**config.mk**
```make
export PLATFORM = sky130hd
export DESIGN_NAME = keypad_scanner
export DESIGN_NICKNAME = d
export VERILOG_FILES = /design/src/rtl/keypad_scanner.sv
export SDC_FILE = /design/constraint.sdc
export NUM_CORES = 1
export LEC_CHECK = 0
export ABC_AREA = 1
export BUFFER_PORTS_ARGS = -buffer_cell sky130_fd_sc_hd__buf_2
export CAP_MARGIN = 20
export CORE_ASPECT_RATIO = 1.2
export CORE_MARGIN = 2
export CORE_UTILIZATION = 61
export CTS_BUF_LIST = sky130_fd_sc_hd__clkbuf_4
export DETAILED_ROUTE_END_ITERATION = 12
export PLACE_DENSITY = 0.78
export REMOVE_ABC_BUFFERS = 1
export SYNTH_ARGS = -nofsm -noshare
export SYNTH_HDL_FRONTEND = slang
export SYNTH_SLANG_ARGS = --single-unit
```
**constraint.sdc**
```tcl
create_clock -name clk_i -period 2 [get_ports clk_i]
set_clock_uncertainty 0.1 [all_clocks]
set_input_delay 0.5 -clock clk_i [delete_from_list [all_inputs] [get_ports clk_i]]
set_output_delay 0.5 -clock clk_i [all_outputs]
set_load 0.005 [all_outputs]
```
**src/rtl/keypad_scanner.sv**
```systemverilog
// Scans a 4x4 active-low keypad, debounces press and release, and emits one
// registered key code plus a single-cycle strobe per physical press.
package calc_pkg;
  typedef enum logic [3:0] {
    B_NUM_0, B_NUM_1, B_NUM_2, B_NUM_3, B_NUM_4,
    B_NUM_5, B_NUM_6, B_NUM_7, B_NUM_8, B_NUM_9,
    B_ADD, B_SUB, B_MUL, B_DIV, B_EQ, B_DOT
  } active_button_t;
endpackage

module keypad_scanner #(
  parameter int SettleCycles   = 4,
  parameter int DebounceCycles = 16
) (
  input  logic                     clk_i,
  input  logic                     rst_i,
  output logic [3:0]               row_o,
  input  logic [3:0]               col_i,
  output calc_pkg::active_button_t active_button_o,
  output logic                     new_input_o
);
  import calc_pkg::*;

  localparam int CntMax = (SettleCycles > DebounceCycles) ? SettleCycles : DebounceCycles;
  localparam int CntW   = $clog2(CntMax + 1);
  localparam logic [CntW-1:0] SettleLast = CntW'(SettleCycles - 1);
  localparam logic [CntW-1:0] DebLast    = CntW'(DebounceCycles - 1);

  typedef enum logic [1:0] {SCAN, DEBOUNCE, RELEASE} state_t;

  state_t            state_q, state_d;
  logic [1:0]        row_q, row_d;
  logic [CntW-1:0]   settle_cnt, settle_d;
  logic [CntW-1:0]   deb_cnt, deb_d;
  logic [3:0]        col_q, col_d;
  logic [3:0]        col_meta, col_s;
  logic              one_low;
  logic              accept;
  active_button_t    button_d;

  function automatic active_button_t key_map(input logic [1:0] r, input logic [3:0] c);
    logic [1:0] ci;
    active_button_t b;
    case (c)
      4'b1110: ci = 2'd0;
      4'b1101: ci = 2'd1;
      4'b1011: ci = 2'd2;
      default: ci = 2'd3;
    endcase
    case ({r, ci})
      4'h0: b = B_NUM_1;  4'h1: b = B_NUM_2;  4'h2: b = B_NUM_3;  4'h3: b = B_ADD;
      4'h4: b = B_NUM_4;  4'h5: b = B_NUM_5;  4'h6: b = B_NUM_6;  4'h7: b = B_SUB;
      4'h8: b = B_NUM_7;  4'h9: b = B_NUM_8;  4'hA: b = B_NUM_9;  4'hB: b = B_MUL;
      4'hC: b = B_DOT;    4'hD: b = B_NUM_0;  4'hE: b = B_EQ;     default: b = B_DIV;
    endcase
    return b;
  endfunction

  // Two or more low columns is a ghost / multi-key and is skipped like no key.
  assign one_low = col_s inside {4'b1110, 4'b1101, 4'b1011, 4'b0111};

  always_ff @(posedge clk_i) begin
    if (rst_i) begin
      state_q         <= SCAN;
      row_q           <= 2'd0;
      row_o           <= 4'b1110;
      settle_cnt      <= '0;
      deb_cnt         <= '0;
      col_q           <= 4'hF;
      col_meta        <= 4'hF;
      col_s           <= 4'hF;
      active_button_o <= B_NUM_0;
      new_input_o     <= 1'b0;
    end else begin
      state_q     <= state_d;
      row_q       <= row_d;
      row_o       <= ~(4'b0001 << row_d);
      settle_cnt  <= settle_d;
      deb_cnt     <= deb_d;
      col_q       <= col_d;
      col_meta    <= col_i;
      col_s       <= col_meta;
      new_input_o <= accept;
      if (accept) active_button_o <= button_d;
    end
  end

  always_comb begin
    state_d  = state_q;
    row_d    = row_q;
    settle_d = settle_cnt;
    deb_d    = deb_cnt;
    col_d    = col_q;
    case (state_q)
      SCAN: begin
        if (settle_cnt == SettleLast) begin
          if (one_low) begin
            col_d   = col_s;
            deb_d   = '0;
            state_d = DEBOUNCE;
          end else begin
            row_d    = row_q + 2'd1;
            settle_d = '0;
          end
        end else begin
          settle_d = settle_cnt + CntW'(1);
        end
      end
      DEBOUNCE: begin
        if (col_s != col_q) begin
          state_d  = SCAN;
          row_d    = row_q + 2'd1;
          settle_d = '0;
        end else if (accept) begin
          state_d = RELEASE;
          deb_d   = '0;
        end else begin
          deb_d = deb_cnt + CntW'(1);
        end
      end
      RELEASE: begin
        if (col_s != 4'hF) begin
          deb_d = '0;
        end else if (deb_cnt == DebLast) begin
          state_d  = SCAN;
          row_d    = row_q + 2'd1;
          settle_d = '0;
        end else begin
          deb_d = deb_cnt + CntW'(1);
        end
      end
      default: state_d = SCAN;
    endcase
  end

  always_comb begin
    accept   = (state_q == DEBOUNCE) && (col_s == col_q) && (deb_cnt == DebLast);
    button_d = key_map(row_q, col_q);
  end
endmodule

```
# ---- After elaboration in Yosys (flattened, before gate mapping)
# Memory sizes are Yosys's and may differ from the RTL's. A register that Yosys moved wholly into a read port is not among the register bits.
# Cells that the tools add are included.
dict set report word_totals {
  output_inout_bits 9
  word_cells 74
  register_bits 31
  romBits 64
  mem_count 1
  input_bits 6
}
# name words width read_ports rd_ports_with_merged_regs write_ports line_no
set mem_list {}
lappend mem_list {{(no name shown)} 16 4 1 1 0 50} ;# case ({r, ci})
dict set report op_classes {
  n_eq_ne 23
  n_bitwise 1
  muxes 27
  n_addsub 3
  n_shift 1
  reduce_logical 9
}
# cell count
set op_table {}
lappend op_table {{5-bit two-way mux} 11}
lappend op_table {{5-bit one-hot mux with 3 select lines} 2}
lappend op_table {{4-bit equality test (second input constant)} 6}
lappend op_table {{2-bit two-way mux} 11}
lappend op_table {{2-bit one-hot mux with 3 select lines} 3}
lappend op_table {{5-bit AND reduction} 3}
lappend op_table {{2-bit inequality test (second input constant)} 6}
lappend op_table {{5-bit by 1-bit adder with 5-bit output (second input constant)} 2}
lappend op_table {{3-bit inequality test (second input constant)} 3}
lappend op_table {{5-bit by 2-bit equality test with 1-bit output (second input constant)} 1}
lappend op_table {{5-bit by 4-bit equality test with 1-bit output (second input constant)} 1}
lappend op_table {{4-bit by 3-bit equality test with 1-bit output (second input constant)} 1}
lappend op_table {{4-bit equality test} 1}
lappend op_table {{4-bit inequality test} 1}
lappend op_table {{4-bit inequality test (second input constant)} 1}
lappend op_table {{4-bit NOT} 1}
lappend op_table {{4-bit nonzero test} 1}
lappend op_table {{1-bit by 2-bit << shifter with 4-bit output (first input constant)} 1}
lappend op_table {{3-bit AND reduction} 1}
lappend op_table {{3-bit nonzero test} 1}
lappend op_table {{2-bit by 1-bit adder with 2-bit output (second input constant)} 1}
lappend op_table {{2-bit by 1-bit equality test with 1-bit output (second input constant)} 1}
lappend op_table {{2-bit equality test (second input constant)} 1}
lappend op_table {{1-bit logical AND} 2}
lappend op_table {{2-bit zero test} 1}

# ---- Longest topological paths before layout
dict set report logic_depth {
  ltp_word 7
  ltp_mapped 12
  ltp_nobuf 12
}

# ---- Worst setup path after synthesis
# Ideal clock, no wire load.
dict set report synth_timing {
  path_kind {register -> register}
  from {register deb_cnt[0]}
  to {register row_o[0]}
  required_ps 1784
  setup_time_ps 116
  period_less_slack_ps 1747
  path_slack_ps 253
  path_buffers 0
  path_stages_with_launch 12
  t_arrival_ps 1531
  path_cell_list {dfxtp_1 > ha_1 > nand2_1 > nor2_1 > ha_1 > nand2_2 > a21oi_1 > nand2_1 > o21ai_0 > nand2_1 > nand2_1 > nand2_1}
}
dict set report synth_between {
  elab_chain_len 6
}
# element line_no
set synth_rtl {}
lappend synth_rtl {{from (decl)} 34} ;# logic [CntW-1:0] deb_cnt, deb_d;
lappend synth_rtl {{from (signal assigned)} 68} ;# deb_cnt <= '0;
lappend synth_rtl {{from (signal assigned)} 79} ;# deb_cnt <= deb_d;
lappend synth_rtl {{5-bit by 4-bit equality test with 1-bit output} 124} ;# end else if (deb_cnt == DebLast) begin
lappend synth_rtl {{2-bit two-way mux} 124}
lappend synth_rtl {{2-bit two-way mux} 122} ;# if (col_s != 4'hF) begin
lappend synth_rtl {{2-bit one-hot mux with 3 select lines} 94} ;# case (state_q)
lappend synth_rtl {{1-bit by 2-bit << shifter with 4-bit output} 77} ;# row_o <= ~(4'b0001 << row_d);
lappend synth_rtl {{4-bit NOT} 77}
lappend synth_rtl {{to (signal assigned)} 77}
lappend synth_rtl {{to (decl)} 17} ;# output logic [3:0] row_o,
# No other way between the ends.
# A chain may end at the register's enable or synchronous reset.

# ---- Worst setup path after layout
dict set report layout_timing {
  from {register deb_cnt[0]}
  to {register settle_cnt[1]}
}
dict set report layout_between {
  elab_chain_len 3
}
# element line_no
set layout_rtl {}
lappend layout_rtl {{5-bit by 4-bit equality test with 1-bit output} 124}
lappend layout_rtl {{2-bit inequality test (no line)} --}
lappend layout_rtl {{5-bit AND reduction (no line)} --}
lappend layout_rtl {{to (signal assigned)} 78} ;# settle_cnt <= settle_d;
lappend layout_rtl {{to (decl)} 33} ;# logic [CntW-1:0] settle_cnt, settle_d;
# No other way between the ends.

==> metrics.yaml <==
outcome:
  status: "completed"
routing:
  vias: 1664
  detail_route.iter0.violations: 66
  drt-vias-per-instance: 5.266
  wirelength_microns: 3457
  ant_nets: 0
  dr.pass1.iters: 4
  drc: 0
  wl_per_cell_microns: 10.94
min_path:
  min_delay_path_depth: 2
  hp-start: "col_i[0]"
  min_path_type: "in -> reg"
  min_to: "col_meta[0]"
pwr:
  power_density_mw_per_mm2: 979.9
  total_power_w: 0.001995
  leakagePower_nw: 0.9896
  ir_worst_vdd_v: 0.0008208
logic_synthesis:
  syn_area_per_cell_sq_um: 7.027
  synth-seq-cells: 35
  synth_edf_count: 0
  yosys-top-cells-area: "dfxtp_1 (39%), nand2_1 (13%), inv_1 (6.4%)"
  synthTopCellsByCount: "nand2_1 (62), dfxtp_1 (35), inv_1 (31)"
  postSynthCellCount: 258
  netlist_area_sq_mm: 0.001813
  ys_types: 28
  synthArstFlopShare_pct: 0
  synth.most_common_cell: "nand2_1"
  synth_top_cell_by_area: "dfxtp_1"
  ys_seq_area_share_pct: 38.65
  synth_warnings: 0
  synth_top_area_share_pct: 38.65
  synth_ff_type: "dfxtp_1"
cts:
  htreeDepth: 2
  numCtsBuffers: 5
  cts_sinks: 35
  cts_buffer_depth: 2
  cts_tree: "built"
  cts.clk_slew.worst_paths_ns: 0.11
  postCtsHoldBufs: 0
  cts_root_buf: "clkbuf_4"
  clock_latency_ns: 0.34
placement:
  placed_cell_area_sq_mm: 0.001937
  placedCellCount: 306
  place_congestion: 0.9505
  io_buffers: 14
  dp_hpwl_microns: 2552
final_layout:
  syn2layout_area_growth_pct: 12.28
  drive_above_1_share_pct: 21.28
  fin_area_sq_mm: 0.002036
  final_cells: 316
  fillCellCount: 216
  nets: 295
  diodes: 0
setup_path:
  startpoint_type: "flip-flop"
  path_cells: "ha_1 -> nand2_1 -> nor2_2 -> ha_2 -> nand2_2 -> a21oi_2 -> nand2_2 -> nor2_4 -> inv_2 -> o21ai_2 -> nor2_1"
  reg2reg_depth: 11
  slowest_stage: "dfxtp_4"
  cp_slowest_stage_delay_ns: 0.37
  worst-setup-path-type: "reg -> reg"
  end_kind: "flip-flop"
  crit_arrival_ns: 1.99
  cp_max_fo: 6
  reg2reg_to: "settle_cnt[1]"
  r2r_slack_ns: 0.16
  timing.rr.start: "deb_cnt[0]"
  cp_common_cell: "nand2_2"
  required_ns: 2.15
global_routing:
  grt_usage_pct: 24.92
  grt_overflow_total: 0
  grt_max_degree: 23
  first_global_vias: 1628
  grt_pass1_wl_microns: 6423
  antenna_found_initial: 0
sta:
  finalSetupViolations: 0
  period_minus_slack_ns: 1.845
  slew_headroom_pct: 79.71
  slew_violations: 0
  rsz0062_at_grt: "yes"
  hold_ws_ns: 0.2457
  tightest_slew_ns: 0.3032
  finalHoldViolations: 0
  fin_crit_sh_pct: 92.23
  max_clock_freq_mhz: 542.1
floorplan:
  rows: 21
  die_x_microns: 53.77
  die_area_sq_mm: 0.003426
  num_io_pins: 15
  die_y_microns: 63.72
  start_util_pct: 64.49
  coreArea_sq_mm: 0.002811
job:
  cap_violations: 0
==> sequential cells by signal (all words and copies together) (netlist names) <==
signal,count
col_meta,4
active_button_o,4
deb_cnt,5
row_q,2
col_q,4
new_input_o,1
row_o,4
settle_cnt,5
col_s,4
state_q,2
==> worst max path at each step <==
stage,from,slack [ns],to
6_report,deb_cnt[0],0.16,settle_cnt[1]
5_1_grt,deb_cnt[0],-0.04,deb_cnt[3]
4_1_cts,deb_cnt[0],0.003,active_button_o[2]
3_5_place_dp,deb_cnt[0],-0.01,row_o[0]
3_3_place_gp,deb_cnt[0],0.07,row_o[0]
2_1_floorplan,deb_cnt[0],0.25,row_o[0]
==> per-layer routing <==
layer / global-route usage [%] / vias up / part of all wire (%)
met5: 0 / - / 0
met4: 8.974 / 0 / 1.3
li1: - / 878 / -
met2: 41.77 / 26 / 49
met3: 5.687 / 6 / 3.7
met1: 29.93 / 754 / 46
==> worst max-delay path, delay by kind of cell (launching register included) <==
family                   cells  cell delay [ns]
AND/OR/NAND/NOR              6             0.59
adder cells (fa/ha/maj)      2             0.36
flip-flops                   1             0.37
buffers and inverters        1             0.09
AO/OA/AOI/OAI                2             0.24
==> report_power, final <==
part / total, W / switching (W) / internal, W
clock network: 0.000365 / 0.000234 / 0.000131
logic: 0.000804 / 0.000526 / 0.000278
registers: 0.000825 / 0.0000590 / 0.000766
==> stage by stage <==
step	util (%)	setup TNS (ns)	worst slack, ns
2_1_floorplan	-	0	0.2532
3_3_place_gp	68.89	0	0.06625
3_5_place_dp	68.89	-0.01398	-0.01398
4_1_cts	70.76	0	0.003067
5_1_grt	72.41	-0.05793	-0.04137
6_report	72.41	0	0.1554
==> area by class of cell <==
class	instances	area [sq um]	area share, %
repair buffers	19	107.6	5.286
flip-flops and latches	35	705.7	34.67
multi-input cells	185	996.0	48.92
clock buffers	5	37.54	1.844
inverters	35	131.4	6.454
clock inverters	3	15.01	0.7376
well taps	34	42.54	2.090
==> what timing repair did <==
item	in CTS	in global routing
endpoints found under the setup margin	2	21
resized for setup	1	13
setup buffers	0	2
pin swaps	0	5
==> logic make-up after synthesis <==
group,synth area share (%)
AO/OA/AOI/OAI,13.73
AND/OR/NAND/NOR,32.78
XOR/XNOR,1.450
adder cells (fa/ha/maj),5.521
buffers and inverters,7.867
flip-flops,38.65
==> cells in the final DEF, fill, tap and decap left out, drive strengths merged <==
cell | synthesis | routed
inv | 34 | 34
nor3b | 1 | 1
buf | 0 | 19
nand2 | 66 | 66
or2 | 9 | 9
xnor2 | 1 | 1
nand3 | 20 | 20
clkinv | 1 | 4
o21ai | 20 | 20
o211ai | 1 | 1
nand4 | 6 | 6
xor2 | 2 | 2
clkbuf | 3 | 5
nor2 | 23 | 23
a21oi | 24 | 24
nor3 | 2 | 2
dfxtp | 35 | 35
ha | 8 | 8
a22oi | 1 | 1
a31oi | 1 | 1
(Power assumes the default switching activity.)
